[src/rtl/regfile_mp.sv]
// -----------------------------------------------------------------------------
// regfile_mp
// Multi-port integer register file with a per-register busy scoreboard.
//   - NRD combinational read ports, each returning data and busy status.
//   - Write port 0 (ALU writeback) and write port 1 (load writeback); port 1
//     wins when both target the same register.
//   - Register 0 reads as zero, is never written and is never marked busy.
//   - Issue of an instruction with a destination marks that register busy;
//     a writeback clears it. Set wins over clear in the same cycle.
// Optional feature: define REGFILE_BYPASS_EN to forward same-cycle write data
// to the read ports and to report such registers as not busy.
// -----------------------------------------------------------------------------
`timescale 1ns/1ps

module regfile_mp #(
    parameter int XLEN  = 32,
    parameter int NREGS = 32,
    parameter int NRD   = 2,
    localparam int AW   = $clog2(NREGS)
) (
    input  logic                clk,
    input  logic                rst,
    input  logic [NRD*AW-1:0]   raddr,
    output logic [NRD*XLEN-1:0] rdata,
    output logic [NRD-1:0]      rbusy,
    input  logic                we0,
    input  logic [AW-1:0]       waddr0,
    input  logic [XLEN-1:0]     wdata0,
    input  logic                we1,
    input  logic [AW-1:0]       waddr1,
    input  logic [XLEN-1:0]     wdata1,
    input  logic                iss_valid,
    input  logic [AW-1:0]       iss_addr
);

    // -------------------------------------------------------------------------
    // State
    // -------------------------------------------------------------------------
    logic [XLEN-1:0]  r_rf [NREGS];
    logic [NREGS-1:0] r_busy;

    // -------------------------------------------------------------------------
    // Per-register decode of write and issue traffic
    // -------------------------------------------------------------------------
    logic [NREGS-1:0] w_wr0_hit;   // write port 0 targets register r
    logic [NREGS-1:0] w_wr1_hit;   // write port 1 targets register r
    logic [NREGS-1:0] w_busy_set;  // issuing instruction targets register r
    logic [NREGS-1:0] w_busy_clr;  // any writeback targets register r

    // Decode write and issue addresses into one-hot per-register strobes.
    always_comb begin
        // NOTE: every signal assigned in a combinational block gets a default
        // first, so no path leaves it unassigned and no latch is inferred.
        w_wr0_hit  = '0;
        w_wr1_hit  = '0;
        w_busy_set = '0;
        w_busy_clr = '0;
        // Register 0 is skipped: its strobes stay at zero, so it is never
        // written and never marked busy.
        for (int r = 1; r < NREGS; r++) begin
            w_wr0_hit[r]  = we0 && (waddr0 == AW'(r));
            w_wr1_hit[r]  = we1 && (waddr1 == AW'(r));
            w_busy_set[r] = iss_valid && (iss_addr == AW'(r));
            w_busy_clr[r] = w_wr0_hit[r] || w_wr1_hit[r];
        end
    end

    // -------------------------------------------------------------------------
    // Register array
    // -------------------------------------------------------------------------
    // Update the data array; port 1 overrides port 0 on an address conflict.
    always_ff @(posedge clk or posedge rst) begin
        // NOTE: this array is built from flops rather than a RAM macro because
        // every entry must read as zero while reset is asserted; a RAM could
        // not be cleared asynchronously in one step.
        if (rst) begin
            for (int r = 0; r < NREGS; r++) begin
                r_rf[r] <= '0;
            end
        end else begin
            // NOTE: sequential state is always updated with non-blocking
            // assignments so every flop samples pre-edge values.
            r_rf[0] <= '0;
            for (int r = 1; r < NREGS; r++) begin
                if (w_wr1_hit[r]) begin
                    r_rf[r] <= wdata1;
                end else if (w_wr0_hit[r]) begin
                    r_rf[r] <= wdata0;
                end
            end
        end
    end

    // -------------------------------------------------------------------------
    // Busy scoreboard
    // -------------------------------------------------------------------------
    // Track in-flight producers; a new issue wins over a same-cycle writeback
    // because the register now waits for the younger producer.
    always_ff @(posedge clk or posedge rst) begin
        if (rst) begin
            r_busy <= '0;
        end else begin
            for (int r = 0; r < NREGS; r++) begin
                if (w_busy_set[r]) begin
                    r_busy[r] <= 1'b1;
                end else if (w_busy_clr[r]) begin
                    r_busy[r] <= 1'b0;
                end
            end
        end
    end

    // -------------------------------------------------------------------------
    // Read ports
    // -------------------------------------------------------------------------
    for (genvar gi = 0; gi < NRD; gi++) begin : g_rd
        logic [AW-1:0]   w_ra;       // this port's address
        logic            w_ra_nz;    // address is not the zero register
        logic [XLEN-1:0] w_rf_data;  // registered data at the address
        logic            w_rf_busy;  // registered busy at the address

        assign w_ra      = raddr[gi*AW +: AW];
        assign w_ra_nz   = (w_ra != '0);
        assign w_rf_data = w_ra_nz ? r_rf[w_ra] : '0;
        assign w_rf_busy = w_ra_nz & r_busy[w_ra];

`ifdef REGFILE_BYPASS_EN
        logic w_byp1;  // write port 1 hits this read address this cycle
        logic w_byp0;  // write port 0 hits this read address this cycle

        // Writes presented during reset are discarded, so they must not be
        // forwarded either; the zero register is never forwarded.
        assign w_byp1 = !rst && we1 && (waddr1 == w_ra) && w_ra_nz;
        assign w_byp0 = !rst && we0 && (waddr0 == w_ra) && w_ra_nz;

        // Forward the youngest write data; port 1 takes priority as it does
        // in the array. A hit means the producer is completing, so not busy.
        always_comb begin
            rdata[gi*XLEN +: XLEN] = w_rf_data;
            rbusy[gi]              = w_rf_busy;
            if (w_byp1) begin
                rdata[gi*XLEN +: XLEN] = wdata1;
                rbusy[gi]              = 1'b0;
            end else if (w_byp0) begin
                rdata[gi*XLEN +: XLEN] = wdata0;
                rbusy[gi]              = 1'b0;
            end
        end
`else
        // Registered-state read only; same-cycle writes appear next cycle.
        always_comb begin
            rdata[gi*XLEN +: XLEN] = w_rf_data;
            rbusy[gi]              = w_rf_busy;
        end
`endif
    end : g_rd

endmodule : regfile_mp

[config.mk]
export PLATFORM = sky130hd
export DESIGN_NAME = regfile_mp
export DESIGN_NICKNAME = d
export VERILOG_FILES = /design/src/rtl/regfile_mp.sv
export SDC_FILE = /design/constraint.sdc
export NUM_CORES = 2
export LEC_CHECK = 0
export BUFFER_PORTS_ARGS = -buffer_cell sky130_fd_sc_hd__buf_2
export CORE_ASPECT_RATIO = 0.8
export CORE_UTILIZATION = 45
export CTS_BUF_LIST = sky130_fd_sc_hd__clkbuf_4 sky130_fd_sc_hd__clkbuf_8
export DETAILED_ROUTE_END_ITERATION = 6
export RECOVER_POWER = 25
export SLEW_MARGIN = 20
export SYNTH_ARGS = -nofsm -noshare
export SYNTH_HDL_FRONTEND = slang
export SYNTH_SLANG_ARGS = --single-unit
[constraint.sdc]
create_clock -name clk -period 46.3 [get_ports clk]
set_input_delay 4.63 -clock clk [delete_from_list [all_inputs] [get_ports clk]]
set_output_delay 4.63 -clock clk [all_outputs]
set_load 0.03 [all_outputs]
### Yosys cells after proc, flatten, opt, wreduce, memory -nomap -nowiden

Index checks and enable logic that the tools add are counted.

* $lt $le $gt $ge: 4
* equality and inequality tests: 93
* multiplexer cells: 136
* bitwise gates (word level): 4
* reductions and logical operators: 188

Operator list (count)
* $mux W32: 68
* $bmux W32 S5: 2
* $eq A5 B5 Y1 const B: 48
* $reduce_bool A2 Y1: 62
* $eq A5 B4 Y1 const B: 24
* $logic_and A1 B1 Y1: 93
* $mux W1: 64
* $eq A5 B3 Y1 const B: 12
* $logic_or A1 B1 Y1: 31
* $eq A5 B2 Y1 const B: 6
* $eq A5 B1 Y1 const B: 3
* $ge A6 B6 Y1 const B: 2
* $lt A5 B6 Y1 const B: 2
* $not A5 Y6: 2
* $bmux W1 S5: 2
* $reduce_bool A5 Y1: 2
* $and A1 B1 Y1: 2

* register bits after elaboration: 1023

### Logic depth before layout (Yosys ltp)

* depth after elaboration: 5
* mapped depth: 9

### Least setup slack after synthesis

No wires, ideal clock.

* path type: input to output
* start point: input port raddr[6]
* end point: output port rdata[62]
* arrival: 6.632 ns
* required time: 41.670 ns
* slack: 35.038 ns
* cell stages on the path: 7
* path buffers: 3
* path through: buf_2 > buf_4 > or2_2 > buf_2 > o22ai_1 > nor3_1 > nor4_1

* word-level cells in the longest chain between the ends: 5
* elaborated cells on any way between the ends: 6
* those cells by class: mux (4); bitwise (1); reduce/logical (1)

RTL lines
* start, declared: line 23 `input logic [NRD*AW-1:0] raddr,`
* $not A5 Y6 (not written as such): line 124 `assign w_rf_data = w_ra_nz ? r_rf[w_ra] : '0;`
* $bmux W32 S5: line 124
* $mux W32 (not written as such) (2 in a row): line 124
* $mux W32 (*): line 124
* end, declared: line 24 `output logic [NRD*XLEN-1:0] rdata,`

Mark *: on every way between the ends. The rest lies on a longest branch, timed or not. The select of a mux whose other input is x is not followed.

### Final worst setup path

* start point: input port raddr[6]
* end point: output port rdata[41]

Same word-level chain as after synthesis.

==> flow_metrics.tcl <==
set metrics [dict create \
    clkTransAtPathRegs_ns 0.06 \
    synth_ff_type "dfrtp_1" \
    yosysSeqAreaShare 0.401 \
    max_slew_margin -2.34 \
    layout.nets 6344 \
    register_area_um2 25600 \
    synth_edf_count 0 \
    clockBufferDepth 3 \
    p_switching_mw 0.996 \
    path_depth 9 \
    drive_gt1_frac 0.146 \
    portBuffers 159 \
    hold_buffers 0 \
    reg2reg_to "r_rf[842]" \
    rr_startpoint "r_rf[842]" \
    cp_slowest_cell "buf_4" \
    p_per_area_nw_per_um2 43.2 \
    gr-total-overflow 0 \
    n_fill_cell 12949 \
    grt_pass1_wl_mm 361 \
    cts_resized 0 \
    crit_type "in2out" \
    path_max_fanout 75 \
    drv_cap 14 \
    final_max_slew_viol_count 727 \
    tritoncts "done" \
    cts-htree-levels 4 \
    required_ns 41.67 \
    die_w_um 423 \
    syn-instance-count 6565 \
    wirelength_mm 248 \
    reg2reg_slack_ns 45.33 \
    ys_ff_latch 1023 \
    worstMarginPinSlew_ns 5.01 \
    finalSetupViolations 0 \
    p_int_mw 1.98 \
    path_buf_inv 4 \
    synth-simple-area-share 0.0921 \
    async_flop_share 1.00 \
    die_area_um2 144000 \
    yosysUniqueCellTypes 46 \
    ant_nets 0 \
    clock-sinks 1023 \
    rsz0062_at_grt "no" \
    whs_path_depth 2 \
    die_h_um 339 \
    finalHoldViolations 0 \
    startpoint_type "input pin" \
    multiInputGateArea_um2 35500 \
    fin_setup_tns_ns 0 \
    wl_per_cell_um 30.0 \
    initial_core_util 0.454 \
    fin_skew_ns 0 \
    sw_frac_of_total 0.335 \
    critPathCaptureType "output pin" \
    p_leak_nw 30.9 \
    timing.final.crit_share 0.291 \
    r2r_cells 2 \
    area_growth_pct 7.73 \
    synth_warnings 0 \
    dpl.hpwl_mm 137 \
    power_frac_seq 0.447 \
    grt_max_degree 178 \
    num_vias 53800 \
    synth-compound-area-share 0.132 \
    synth_xor_area_frac 0 \
    outcome "finished with violations" \
    max-vdd-ir-drop_mv 0.0325 \
    antenna_found_initial 27 \
    drtIter0Drc 7107 \
    coreArea_um2 141000 \
    fmax_ghz 0.0743 \
    crit_family "buffers and inverters" \
    syn-num-nets 6659 \
    max_stage_delay_ns 0.90 \
    min_delay_worst_endpoint "r_busy[26]" \
    track_usage 0.338 \
    via_per_inst 6.51 \
    cp_cell_sequence "buf_8 > buf_4 > buf_4 > mux2_2 > a221oi_1 > a221oi_1 > o22ai_1 > nor3_1 > buf_2" \
    cts-root-buf "clkbuf_8" \
    synth_top_family_by_area "multiplexers" \
    gp_congestion 0.876 \
    grt_pass1_vias 51249 \
    power_frac_comb 0.251 \
    fin_crit_ns 13.46 \
    synthMuxAreaShare 0.324 \
    postCtsSetupBuffers 0 \
    hold_path.class "reg2reg" \
    clockPowerShare 0.302 \
    synth.avg_cell_area_um2 9.74 \
    p_total_mw 2.97 \
    syn_area_um2 63900 \
    synthAdderAreaFrac 0 \
    ios 160 \
    worstPathArrival_ns 8.83 \
    clock_latency_ns 0.93 \
    cts_made_buffers 178 \
    rows 123 \
    hp-start "r_busy[26]" \
    violations "DRC, capacitance limit, slew limit" \
    drc_errors 42 \
    drt-pass1-iter-count 7 \
]
-- cell type report --
type	instances	share of cell area
diodes	13	0.000472
clock buffers	279	0.0509
clock inverters	31	0.00349
inverters	9	0.000509
multi-input cells	4779	0.515
flip-flops and latches	1023	0.372
well taps	1875	0.0341
repair buffers	259	0.0235
-- registers in the layout, indices dropped and copies added, names as in the netlist --
register and cells:
r_rf 992, r_busy 31
-- cell families after synthesis --
family / after synthesis
AND/OR/NAND/NOR: 1408
buffers and inverters: 763
multiplexers: 1884
AO/OA/AOI/OAI: 1487
flip-flops: 1023
-- Yosys cell counts (132+ instances only) --
cell      count  area [µm²]
a21oi_1     513        2570
buf_2       154         771
clkbuf_1    481        1810
dfrtp_1    1023       25600
mux2_2      159        1790
mux2i_1    1593       15900
mux4_2      132        2970
nand2_1     551        2070
nor2_1      535        2010
nor3_1      233        1170
o21ai_0     453        2270
o22ai_1     327        2050
-- through the flow --
step | hold WS, ns | utilization | instances | worst slack (ns) | cell area [µm²]
floorplan | 0.504 | - | 6565 | 12.88 | 63900
global placement | 0.519 | 0.462 | 7943 | 32.92 | 65100
detailed placement | 0.528 | 0.462 | 7943 | 32.82 | 65100
CTS | 0.544 | 0.489 | 8253 | 32.81 | 68800
global route | 0.571 | 0.489 | 8260 | 32.62 | 68800
finish | 0.548 | 0.489 | 8268 | 32.84 | 68900
-- power groups by stage --
stage / Combinational, mW / Sequential [mW] / Clock [mW]
floorplan: 0.581 / 1.28 / 0
global placement: 0.716 / 1.32 / 0
detailed placement: 0.738 / 1.33 / 0
CTS: 0.737 / 1.32 / 0.909
global route: 0.814 / 1.36 / 0.946
finish: 0.746 / 1.33 / 0.897
-- metal layers --
| layer | up-vias | wire length, µm | share of wire | track usage |
|---|---|---|---|---|
| li1 | 23209 | - | - | - |
| met1 | 26633 | 105000 | 0.42 | 0.484 |
| met2 | 3298 | 104000 | 0.42 | 0.476 |
| met3 | 634 | 27100 | 0.11 | 0.0860 |
| met4 | 26 | 11600 | 0.047 | 0.156 |
| met5 | - | 175 | 0.00071 | 0 |
-- worst max path at each step --
stage | slack [ns] | endpoint | start
finish | 32.84 | rdata[41] | raddr[6]
global route | 32.62 | rdata[41] | raddr[6]
CTS | 32.81 | rdata[41] | raddr[6]
detailed placement | 32.82 | rdata[41] | raddr[6]
global placement | 32.92 | rdata[41] | raddr[6]
floorplan | 12.88 | r_busy[10] | rst
-- worst register-to-register path: stages (launching register included) --
cell and delay, ns:
dfrtp_1 0.41, mux2i_1 0.14, o21ai_0 0.13
-- layout by cell type, fill, tap and decap left out, types with 15 or more instances in the layout --
master	synthesis	final
clkbuf_4	0	54
a32o_1	15	15
clkinv_2	0	21
nor2_1	535	526
buf_4	49	84
dfrtp_1	1023	1023
a21oi_1	513	513
nand2_1	551	523
mux4_2	132	132
clkbuf_8	0	225
buf_2	154	150
o22ai_1	327	327
mux2_2	159	159
a221oi_1	130	130
nor2_4	6	20
mux2i_1	1593	1593
o21ai_0	453	453
nor3_1	233	231
nand2_4	0	21
o21ai_1	41	41
No activity file was read; power rests on OpenSTA's default activity.
